$ cat src/rtl/hist_ram_updater.sv
// hist_ram_updater
//   Histogram engine that sits in front of a simple dual-port RAM (one read
//   port, one write port) and acts as its only initiator. It does three jobs:
//     - ACCUM  : pipelined read-modify-write increments, one bin per clock,
//                with forwarding so that repeated bins count exactly
//     - CLEAR  : sweeps every address and writes zero
//     - READOUT: streams every bin count out over a valid/ready interface
//
// Ports
//   clk_i, rst_ni               clock, asynchronous active-low reset
//   in_valid_i/in_ready_o/in_bin_i    sample stream (bin to increment)
//   clear_start_i, readout_start_i    single-cycle command pulses (ACCUM only)
//   busy_o                      drain / clear / readout in progress
//   out_valid_o/out_ready_i/out_bin_o/out_count_o/out_last_o  readout stream
//   ram_rdaddress_o, ram_q_i    RAM read port (RD_LAT clocks address-to-data)
//   ram_wraddress_o, ram_data_o, ram_wren_o   RAM write port
module hist_ram_updater #(
  parameter int ADDR_W = 5,
  parameter int DATA_W = 32,
  parameter int RD_LAT = 2
) (
  input  logic              clk_i,
  input  logic              rst_ni,
  input  logic              in_valid_i,
  output logic              in_ready_o,
  input  logic [ADDR_W-1:0] in_bin_i,
  input  logic              clear_start_i,
  input  logic              readout_start_i,
  output logic              busy_o,
  output logic              out_valid_o,
  input  logic              out_ready_i,
  output logic [ADDR_W-1:0] out_bin_o,
  output logic [DATA_W-1:0] out_count_o,
  output logic              out_last_o,
  output logic [ADDR_W-1:0] ram_rdaddress_o,
  output logic [ADDR_W-1:0] ram_wraddress_o,
  output logic [DATA_W-1:0] ram_data_o,
  output logic              ram_wren_o,
  input  logic [DATA_W-1:0] ram_q_i
);

  localparam int WAIT_W = $clog2(RD_LAT + 1);

  typedef enum logic [2:0] {
    S_IDLE    = 3'd0,
    S_ACCUM   = 3'd1,
    S_DRAIN_C = 3'd2,
    S_CLEAR   = 3'd3,
    S_DRAIN_R = 3'd4,
    S_READOUT = 3'd5
  } state_e;

  state_e              state_q;
  logic [ADDR_W-1:0]   clr_addr_q;
  logic [ADDR_W-1:0]   rd_addr_q;
  logic [WAIT_W-1:0]   wait_q;
  logic                out_valid_q;
  logic [ADDR_W-1:0]   out_bin_q;
  logic [DATA_W-1:0]   out_count_q;
  logic                out_last_q;

  // Update pipeline: index i holds the sample accepted i+1 cycles ago.
  logic [RD_LAT-1:0]   stg_vld_q;
  logic [ADDR_W-1:0]   stg_bin_q  [RD_LAT];
  // Write history: index 0 is the write committed in the previous cycle.
  logic [RD_LAT-1:0]   hist_vld_q;
  logic [ADDR_W-1:0]   hist_bin_q [RD_LAT];
  logic [DATA_W-1:0]   hist_cnt_q [RD_LAT];

  logic                accept_s;
  logic                wr_acc_s;
  logic [ADDR_W-1:0]   wr_bin_s;
  logic [DATA_W-1:0]   base_s;
  logic [DATA_W-1:0]   new_cnt_s;
  logic                pipe_idle_s;

  assign accept_s    = in_valid_i & (state_q == S_ACCUM);
  assign wr_acc_s    = stg_vld_q[RD_LAT-1];
  assign wr_bin_s    = stg_bin_q[RD_LAT-1];
  assign pipe_idle_s = ~(|stg_vld_q);

  assign in_ready_o  = (state_q == S_ACCUM);
  assign busy_o      = (state_q == S_DRAIN_C) | (state_q == S_CLEAR) |
                       (state_q == S_DRAIN_R) | (state_q == S_READOUT);
  assign out_valid_o = out_valid_q;
  assign out_bin_o   = out_bin_q;
  assign out_count_o = out_count_q;
  assign out_last_o  = out_last_q;

  // Base count selection: the RAM returns stale data for any write made during
  // the last RD_LAT cycles, so the newest matching history entry wins.
  always_comb begin
    base_s = ram_q_i;
    for (int i = RD_LAT - 1; i >= 0; i--) begin
      base_s = (hist_vld_q[i] && (hist_bin_q[i] == wr_bin_s)) ? hist_cnt_q[i] : base_s;
    end
    new_cnt_s = (&base_s) ? base_s : (base_s + DATA_W'(1));
  end

  // RAM port steering: stage 0 reads straight from the input in ACCUM.
  always_comb begin
    if (state_q == S_ACCUM) begin
      ram_rdaddress_o = in_bin_i;
    end else begin
      ram_rdaddress_o = rd_addr_q;
    end
    if (state_q == S_CLEAR) begin
      ram_wren_o      = 1'b1;
      ram_wraddress_o = clr_addr_q;
      ram_data_o      = '0;
    end else if (wr_acc_s) begin
      ram_wren_o      = 1'b1;
      ram_wraddress_o = wr_bin_s;
      ram_data_o      = new_cnt_s;
    end else begin
      ram_wren_o      = 1'b0;
      ram_wraddress_o = '0;
      ram_data_o      = '0;
    end
  end

  // Update pipeline and write history shift registers.
  always_ff @(posedge clk_i or negedge rst_ni) begin
    if (!rst_ni) begin
      stg_vld_q  <= '0;
      hist_vld_q <= '0;
      for (int i = 0; i < RD_LAT; i++) begin
        stg_bin_q[i]  <= '0;
        hist_bin_q[i] <= '0;
        hist_cnt_q[i] <= '0;
      end
    end else begin
      stg_vld_q[0] <= accept_s;
      stg_bin_q[0] <= in_bin_i;
      for (int i = 1; i < RD_LAT; i++) begin
        stg_vld_q[i] <= stg_vld_q[i-1];
        stg_bin_q[i] <= stg_bin_q[i-1];
      end
      if (state_q == S_CLEAR) begin
        // RAM is being zeroed; any remembered value is now wrong.
        hist_vld_q <= '0;
      end else begin
        hist_vld_q[0] <= wr_acc_s;
        hist_bin_q[0] <= wr_bin_s;
        hist_cnt_q[0] <= new_cnt_s;
        for (int i = 1; i < RD_LAT; i++) begin
          hist_vld_q[i] <= hist_vld_q[i-1];
          hist_bin_q[i] <= hist_bin_q[i-1];
          hist_cnt_q[i] <= hist_cnt_q[i-1];
        end
      end
    end
  end

  // Control FSM with clear sweep and readout sequencing.
  always_ff @(posedge clk_i or negedge rst_ni) begin
    if (!rst_ni) begin
      state_q     <= S_IDLE;
      clr_addr_q  <= '0;
      rd_addr_q   <= '0;
      wait_q      <= '0;
      out_valid_q <= 1'b0;
      out_bin_q   <= '0;
      out_count_q <= '0;
      out_last_q  <= 1'b0;
    end else begin
      case (state_q)
        S_IDLE: state_q <= S_ACCUM;
        S_ACCUM: begin
          if (clear_start_i) begin
            state_q <= S_DRAIN_C;
          end else if (readout_start_i) begin
            state_q <= S_DRAIN_R;
          end else begin
            state_q <= S_ACCUM;
          end
        end
        S_DRAIN_C: begin
          if (pipe_idle_s) begin
            state_q    <= S_CLEAR;
            clr_addr_q <= '0;
          end
        end
        S_CLEAR: begin
          if (clr_addr_q == '1) begin
            state_q <= S_ACCUM;
          end else begin
            clr_addr_q <= clr_addr_q + ADDR_W'(1);
          end
        end
        S_DRAIN_R: begin
          if (pipe_idle_s) begin
            state_q     <= S_READOUT;
            rd_addr_q   <= '0;
            wait_q      <= '0;
            out_valid_q <= 1'b0;
          end
        end
        S_READOUT: begin
          // rd_addr_q is held per word, so ram_q_i stays valid once RD_LAT has elapsed.
          if (!out_valid_q) begin
            if (wait_q == WAIT_W'(RD_LAT)) begin
              out_valid_q <= 1'b1;
              out_bin_q   <= rd_addr_q;
              out_count_q <= ram_q_i;
              out_last_q  <= (rd_addr_q == '1);
            end else begin
              wait_q <= wait_q + WAIT_W'(1);
            end
          end else if (out_ready_i) begin
            out_valid_q <= 1'b0;
            out_last_q  <= 1'b0;
            wait_q      <= '0;
            if (out_last_q) begin
              state_q <= S_ACCUM;
            end else begin
              rd_addr_q <= rd_addr_q + ADDR_W'(1);
            end
          end
        end
        default: state_q <= S_IDLE;
      endcase
    end
  end

endmodule
$ cat config.mk
export PLATFORM = sky130hd
export DESIGN_NAME = hist_ram_updater
export DESIGN_NICKNAME = d
export VERILOG_FILES = /design/src/rtl/hist_ram_updater.sv
export SDC_FILE = /design/constraint.sdc
export NUM_CORES = 1
export LEC_CHECK = 0
export BUFFER_PORTS_ARGS = -buffer_cell sky130_fd_sc_hd__buf_4
export CORE_MARGIN = 3
export CORE_UTILIZATION = 55
export CTS_CLUSTER_DIAMETER = 200
export DETAILED_ROUTE_END_ITERATION = 6
export GPL_TIMING_DRIVEN = 1
export HOLD_SLACK_MARGIN = 0.1
export PLACE_DENSITY = 0.79
export SLEW_MARGIN = 20
export SYNTH_ARGS = -nofsm -noshare
export SYNTH_HDL_FRONTEND = slang
export SYNTH_SLANG_ARGS = --single-unit
export TNS_END_PERCENT = 1
$ cat constraint.sdc
create_clock -name clk_i -period 6.2 [get_ports clk_i]
set_input_delay 0.93 -clock clk_i [delete_from_list [all_inputs] [get_ports clk_i]]
set_output_delay 0.93 -clock clk_i [all_outputs]
set_load 0.05 [all_outputs]
======== Word level (Yosys, flattened, before mapping) ========
Cells that the tools add are included.
operators by class
  add/sub/neg operators ................... 4
  eq/ne operators ......................... 21
  muxes and demuxes ....................... 40
  bitwise gates (word level) .............. 5
  reductions and logical operators ........ 15
operators by type and width
  operator                                              count
  2-to-1 mux 32 bit                                     5
  2-to-1 mux 5 bit                                      8
  adder 32 x 1 -> 32 bit (second input constant)        1
  AND reduction 32 bit                                  1
  2-to-1 mux 3 bit                                      8
  case mux 5 bit (2 select lines)                       2
  case mux 3 bit (6 select lines)                       1
  != test 2 bit (second input constant)                 8
  adder 5 x 1 -> 5 bit (second input constant)          2
  equality test 5 bit                                   2
  equality test 5 bit (second input constant)           2
  2-to-1 mux 2 bit                                      5
  2-to-1 mux 1 bit                                      9
  AND reduction 3 bit                                   3
  equality test 3 x 2 -> 1 bit (second input constant)  2
  equality test 3 bit (second input constant)           2
  != test 3 bit (second input constant)                 2
  AND reduction 6 bit                                   1
  nonzero test 2 bit                                    3
  AND reduction 5 bit                                   1
  case mux 2 bit (2 select lines)                       1
  AND reduction 4 bit                                   1
  equality test 3 x 1 -> 1 bit (second input constant)  1
  zero test 3 bit                                       1
  other kinds (10)                                      13
word-level totals
  register bits after elaboration ......... 142
  input port bits ......................... 43

======== Depth between registers and ports, before layout ========
  depth after elaboration ................. 8
  mapped depth ............................ 18
  gate-level depth less buffers ........... 12

======== Worst setup path before layout ========
OpenSTA, ideal clock, no wires.
  kind .................................... reg-to-output
  start ................................... reg stg_bin_q, in the netlist wr_bin_s[1]
  end ..................................... out ram_data_o[5]
  data arrival time ....................... 5359 ps
  data required time ...................... 5270 ps
  slack ................................... -89 ps
  stages on the path, launching flop included .. 18
  buffers on the path ..................... 5
  path through ............................ dfrtp_1 -> xor2_1 -> or4_1 -> buf_2 -> buf_2 -> nor2_1 -> buf_2 -> buf_1 -> nand2_1 -> a31oi_1 -> ha_1 -> o31ai_1 -> a31oi_2 -> and3_1 -> clkbuf_1 -> a21oi_1 -> mux2i_1 -> nor4_1
on the way
  longest elaborated chain between the ends .. 8
  elaborated cells on any way between the ends .. 11
  classes of those cells .................. 1 x add/sub; 2 x eq/ne; 5 x mux; 3 x reduce/logical
ends and longest elaborated chain
  element                                                         RTL line  source
  start, declared                                                 64        logic [ADDR_W-1:0] stg_bin_q [RD_LAT];
  start signal, assigned by index                                 137       stg_bin_q[i] <= stg_bin_q[i-1];
  equality test 5 bit                                             95        base_s = (hist_vld_q[i] && (hist_bin_q[i] == wr_bin_s)) ? hist_cnt_q[i] : base_s;
  logical AND 1 bit                                               95
  2-to-1 mux 32 bit                                               95
  2-to-1 mux 32 bit *                                             95
  adder 32 x 1 -> 32 bit or AND reduction 32 bit (tied branches)  97        new_cnt_s = (&base_s) ? base_s : (base_s + DATA_W'(1));
  2-to-1 mux 32 bit *                                             97
  2-to-1 mux 32 bit *                                             111       end else if (wr_acc_s) begin
  2-to-1 mux 32 bit *                                             107       if (state_q == S_CLEAR) begin
  end, declared                                                   37        output logic [DATA_W-1:0] ram_data_o,
Every way passes the cells marked *; elsewhere a longest branch is shown, timed or not.

======== Final worst setup path ========
  start ................................... reg stg_bin_q, in the netlist wr_bin_s[4]
  end ..................................... out ram_data_o[5]
Same word-level chain as after synthesis.

==> summary.log <==
qor: pwr.max-vdd-ir-drop 0.431 mV
qor: cts.cts_root_buf sky130_fd_sc_hd__clkbuf_16
qor: yosys.synth-edff-count 0
qor: setup_path.setup.reg_to_reg.worst_slack 2200 ps
qor: yosys.share_of_the_synthesized_area_in_compound_gates_ao_oa_aoi_oai 0.157
qor: yosys.post_synth_mux_area_share 0.0698
qor: flow_run.max_cap_violations 0
qor: grt.first_pass_grt_wire_length 38,200 um
qor: placed_design.post-place-cells 1,223
qor: floorplan.fp.coreArea 14,600 sq um
qor: setup_path.timing.critical_path.fanout_max 10
qor: cts.htreeDepth 4
qor: grt.grt_antenna_before_repair 0
qor: routing.routed_via_density 6.22
qor: pwr.power.density 366 nW/um^2
qor: yosys.seq_area_frac_synth 0.432
qor: routing.vias 7,807
qor: routing.drt_iter0_markers 969
qor: setup_path.cp-start-kind flip-flop
qor: grt.tot_gr_track_use 0.293
qor: routing.postRouteAntennaNets 0
qor: timing.fmax 0.183 GHz
qor: cts.cts_max_path_buffers 2
qor: yosys.synthAdderAreaFrac 0.00912
qor: timing.report.final.hold_viol_count 0
qor: routing.drt-total-wl 23,800 um
qor: routing.detail_route.first_pass.iterations 6
qor: placed_design.post_dp_hpwl 16,500 um
qor: layout.final-instance-count-excl-fill 1,255
qor: yosys.top_post_synthesis_cells_by_area sky130_fd_sc_hd__dfrtp_1 43%, sky130_fd_sc_hd__nand2_1 9.8%, sky130_fd_sc_hd__mux2_2 5.9%, sky130_fd_sc_hd__nor2_1 4.6%, sky130_fd_sc_hd__nand3_1 2.6%
qor: timing.report.final.slew_viol_count 0
qor: floorplan.die_w 128 um
qor: placed_design.io_buffers 126
qor: floorplan.die_span_y 128 um
qor: cts.clock_sinks 142
qor: yosys.post-synth-top-area-cell sky130_fd_sc_hd__dfrtp_1
qor: pwr.p_total 3.64 mW
qor: yosys.async_reset_ff_frac 1.00
qor: cts.cts_buffers 17
qor: timing.worst_slew_margin_relative_to_its_limit 0.271
qor: floorplan.die_area 16,500 sq um
qor: routing.routedWlPerCell 19.0 um
qor: min_path.min_delay_worst_endpoint wr_bin_s[4]
qor: floorplan.pin_count 127
qor: setup_path.r2r-end hist_cnt_q[33]
qor: cts.cts-hold-fix-buffers 0
qor: yosys.postSynthRegisterBits 142
qor: timing.final.period_utilization 0.881
qor: min_path.timing.hold.worst.class reg -> reg
qor: routing.drc_errors 0
qor: layout.area.growth.synth_to_final 20.9%
qor: yosys.yosys_warnings 0
qor: cts.post_cts_buffers 0
qor: status.outcome completed
qor: setup_path.cp_slowest_stage_delay 760 ps
qor: placed_design.gp_congestion 0.995
qor: layout.share_of_layout_cells_above_drive_strength_1 0.232
qor: timing.finalWorstPathRequiredPeriod 5460 ps
qor: cts.worstSkewPairLatency 430 ps
qor: pwr.cellLeakagePower 4.36 nW
qor: grt.maximum_number_of_pins_on_one_net_before_global_route_repair 106
qor: cts.tritoncts done
qor: grt.global_route.overflow_total 0
qor: setup_path.crit_path_required_time 5270 ps
qor: yosys.syn_inst 959
qor: layout.net_count_of_the_finished_layout 1,107
qor: setup_path.cpMaxStageDelayCell sky130_fd_sc_hd__or4_1
qor: setup_path.r2r_cells 12
qor: cts.path_clk_slew 60 ps
qor: timing.setup_viol_count_final 0
qor: setup_path.critPathKind reg -> out
qor: setup_path.cell_breakdown_of_the_critical_path xor2_1 > or4_1 > nor2_2 > nand2_1 > a31oi_1 > ha_1 > o31ai_1 > a31oi_2 > and3_1 > a21oi_1 > mux2i_1 > nor4_2 > buf_4
qor: setup_path.timing.critical_path.arrival 4530 ps
qor: yosys.mappedNetlistArea 8230 sq um
qor: min_path.hold_path.startpoint stg_bin_q[9]
qor: yosys.post_synth_and_or_nand_nor_area_fraction 0.249
qor: min_path.hold_depth 0
qor: timing.max_slew.worst_pin.slew 1090 ps
qor: yosys.number_of_distinct_library_cells_after_synthesis 70
qor: floorplan.initial_utilization 0.564
qor: layout.diodes 0
qor: yosys.synth-main-ff-cell sky130_fd_sc_hd__dfrtp_1
qor: grt.first_global_vias 7,254
qor: setup_path.cp-end-kind output pin
qor: floorplan.placementRows 44
qor: cts.cts.repair.resized 0
qor: yosys.dominant_combinational_cell_family_by_area_after_synthesis simple AND/OR/NAND/NOR gates
qor: yosys.post_synth_xor_xnor_area 0.0479
qor: timing.finalClockSkew 6.97 ps
qor: yosys.synth_top_area_share 0.432
qor: setup_path.rr_startpoint wr_bin_s[4]
qor: timing.finalHoldWorstSlack 347 ps
qor: timing.rsz0062_at_grt false
qor: yosys.net_count_synth 1,008
qor: timing.setup_total_negative_slack 0 ps
qor: yosys.syn_area_per_cell 8.58 sq um
## worst max-delay path by stage
stage,start,to,slack (ps),cells after the start
after global routing,wr_bin_s[4],ram_data_o[2],460,13
after CTS,wr_bin_s[4],ram_data_o[5],770,13
final,wr_bin_s[4],ram_data_o[5],740,13
after global placement,wr_bin_s[4],ram_data_o[5],1340,13
after detailed placement,wr_bin_s[4],ram_data_o[5],1260,13
after floorplan,wr_bin_s[1],ram_data_o[26],450,16
## layout by cell type (no fill, tap or decap), types with 8 or more instances in the layout
| cell type | Yosys | routed |
|---|---|---|
| sky130_fd_sc_hd__o21ai_0 | 39 | 39 |
| sky130_fd_sc_hd__o211ai_1 | 9 | 9 |
| sky130_fd_sc_hd__and3_1 | 20 | 20 |
| sky130_fd_sc_hd__inv_1 | 8 | 8 |
| sky130_fd_sc_hd__clkbuf_16 | 0 | 17 |
| sky130_fd_sc_hd__nand3_1 | 43 | 43 |
| sky130_fd_sc_hd__a31oi_1 | 31 | 31 |
| sky130_fd_sc_hd__mux2i_1 | 9 | 9 |
| sky130_fd_sc_hd__nor3_1 | 24 | 24 |
| sky130_fd_sc_hd__nand2_1 | 214 | 212 |
| sky130_fd_sc_hd__nand4_1 | 14 | 14 |
| sky130_fd_sc_hd__xnor2_1 | 23 | 23 |
| sky130_fd_sc_hd__buf_4 | 1 | 141 |
| sky130_fd_sc_hd__mux2_2 | 43 | 43 |
| sky130_fd_sc_hd__dfrtp_1 | 142 | 142 |
| sky130_fd_sc_hd__nor2_1 | 100 | 97 |
| sky130_fd_sc_hd__xor2_1 | 22 | 22 |
| sky130_fd_sc_hd__a21oi_1 | 40 | 40 |
| sky130_fd_sc_hd__a211oi_1 | 9 | 9 |
## critical path: cells and delay by family (launching register included)
kind                       cells  cell delay, ps
and+or+nand+nor                5            1840
AOI/OAI and AO/OA              4             990
DFF                            1             430
buffers and inverters          1             260
adders and majority gates      1             220
xor gates and xnor gates       1             180
muxes                          1             180
## synthesized netlist by cell type (14+ instances only)
| library cell | n |
|---|---|
| sky130_fd_sc_hd__dfrtp_1 | 142 |
| sky130_fd_sc_hd__clkbuf_1 | 39 |
| sky130_fd_sc_hd__nand4_1 | 14 |
| sky130_fd_sc_hd__and3_1 | 20 |
| sky130_fd_sc_hd__nand2_1 | 214 |
| sky130_fd_sc_hd__xnor2_1 | 23 |
| sky130_fd_sc_hd__o21ai_0 | 39 |
| sky130_fd_sc_hd__nor3_1 | 24 |
| sky130_fd_sc_hd__a31oi_1 | 31 |
| sky130_fd_sc_hd__nor2_1 | 100 |
| sky130_fd_sc_hd__nand3_1 | 43 |
| sky130_fd_sc_hd__mux2_2 | 43 |
| sky130_fd_sc_hd__a21oi_1 | 40 |
| sky130_fd_sc_hd__buf_1 | 15 |
| sky130_fd_sc_hd__xor2_1 | 22 |
## where the power goes
part | total, mW | switching [mW] | internal [mW]
combinational | 1.28 | 0.831 | 0.449
clock | 1.12 | 0.422 | 0.694
sequential | 1.24 | 0.136 | 1.11
## metal layers
layer,wire [um],global-route usage
met4,489,0.0874
met3,2630,0.0814
met2,10700,0.442
met1,9980,0.417
met5,0,0
## registers in the layout, indices dropped and copies added, names as in the netlist
signal	count
stg_bin_q	5
hist_bin_q	10
stg_vld_q	2
rd_addr_q	5
out_bin_o	5
out_valid_o	1
hist_vld_q	2
wr_bin_s	5
hist_cnt_q	64
out_last_o	1
out_count_o	32
state_q	3
wait_q	2
clr_addr_q	5
## stage by stage
| step | cell area, sq um | setup slack [ps] | util |
|---|---|---|---|
| global placement | 9310 | 1340 | 0.638 |
| global route | 9950 | 460 | 0.682 |
| CTS | 9950 | 767 | 0.682 |
| floorplan | 8240 | 445 | - |
| detailed placement | 9310 | 1260 | 0.638 |
| finish | 9950 | 735 | 0.682 |
## layout make-up
cell class	count	area, sq um
fill	1158	4640
sequential	142	3550
timing repair buffer	142	1070
clock buffer	19	443
tap	184	230
inverter	9	33.8
clock inverter	13	199
multi-input combinational	746	4420
## cells by family (layout without fill, tap and decap cells)
logic type | Yosys count | count (layout)
AO/OA/AOI/OAI | 187 | 187
flip-flops | 142 | 142
buffers and inverters | 71 | 183
multiplexers | 52 | 52
AND/OR/NAND/NOR | 456 | 456
XOR/XNOR | 45 | 45
adder cells (fa/ha/maj) | 6 | 6
Power figures use the tool's default switching activity.
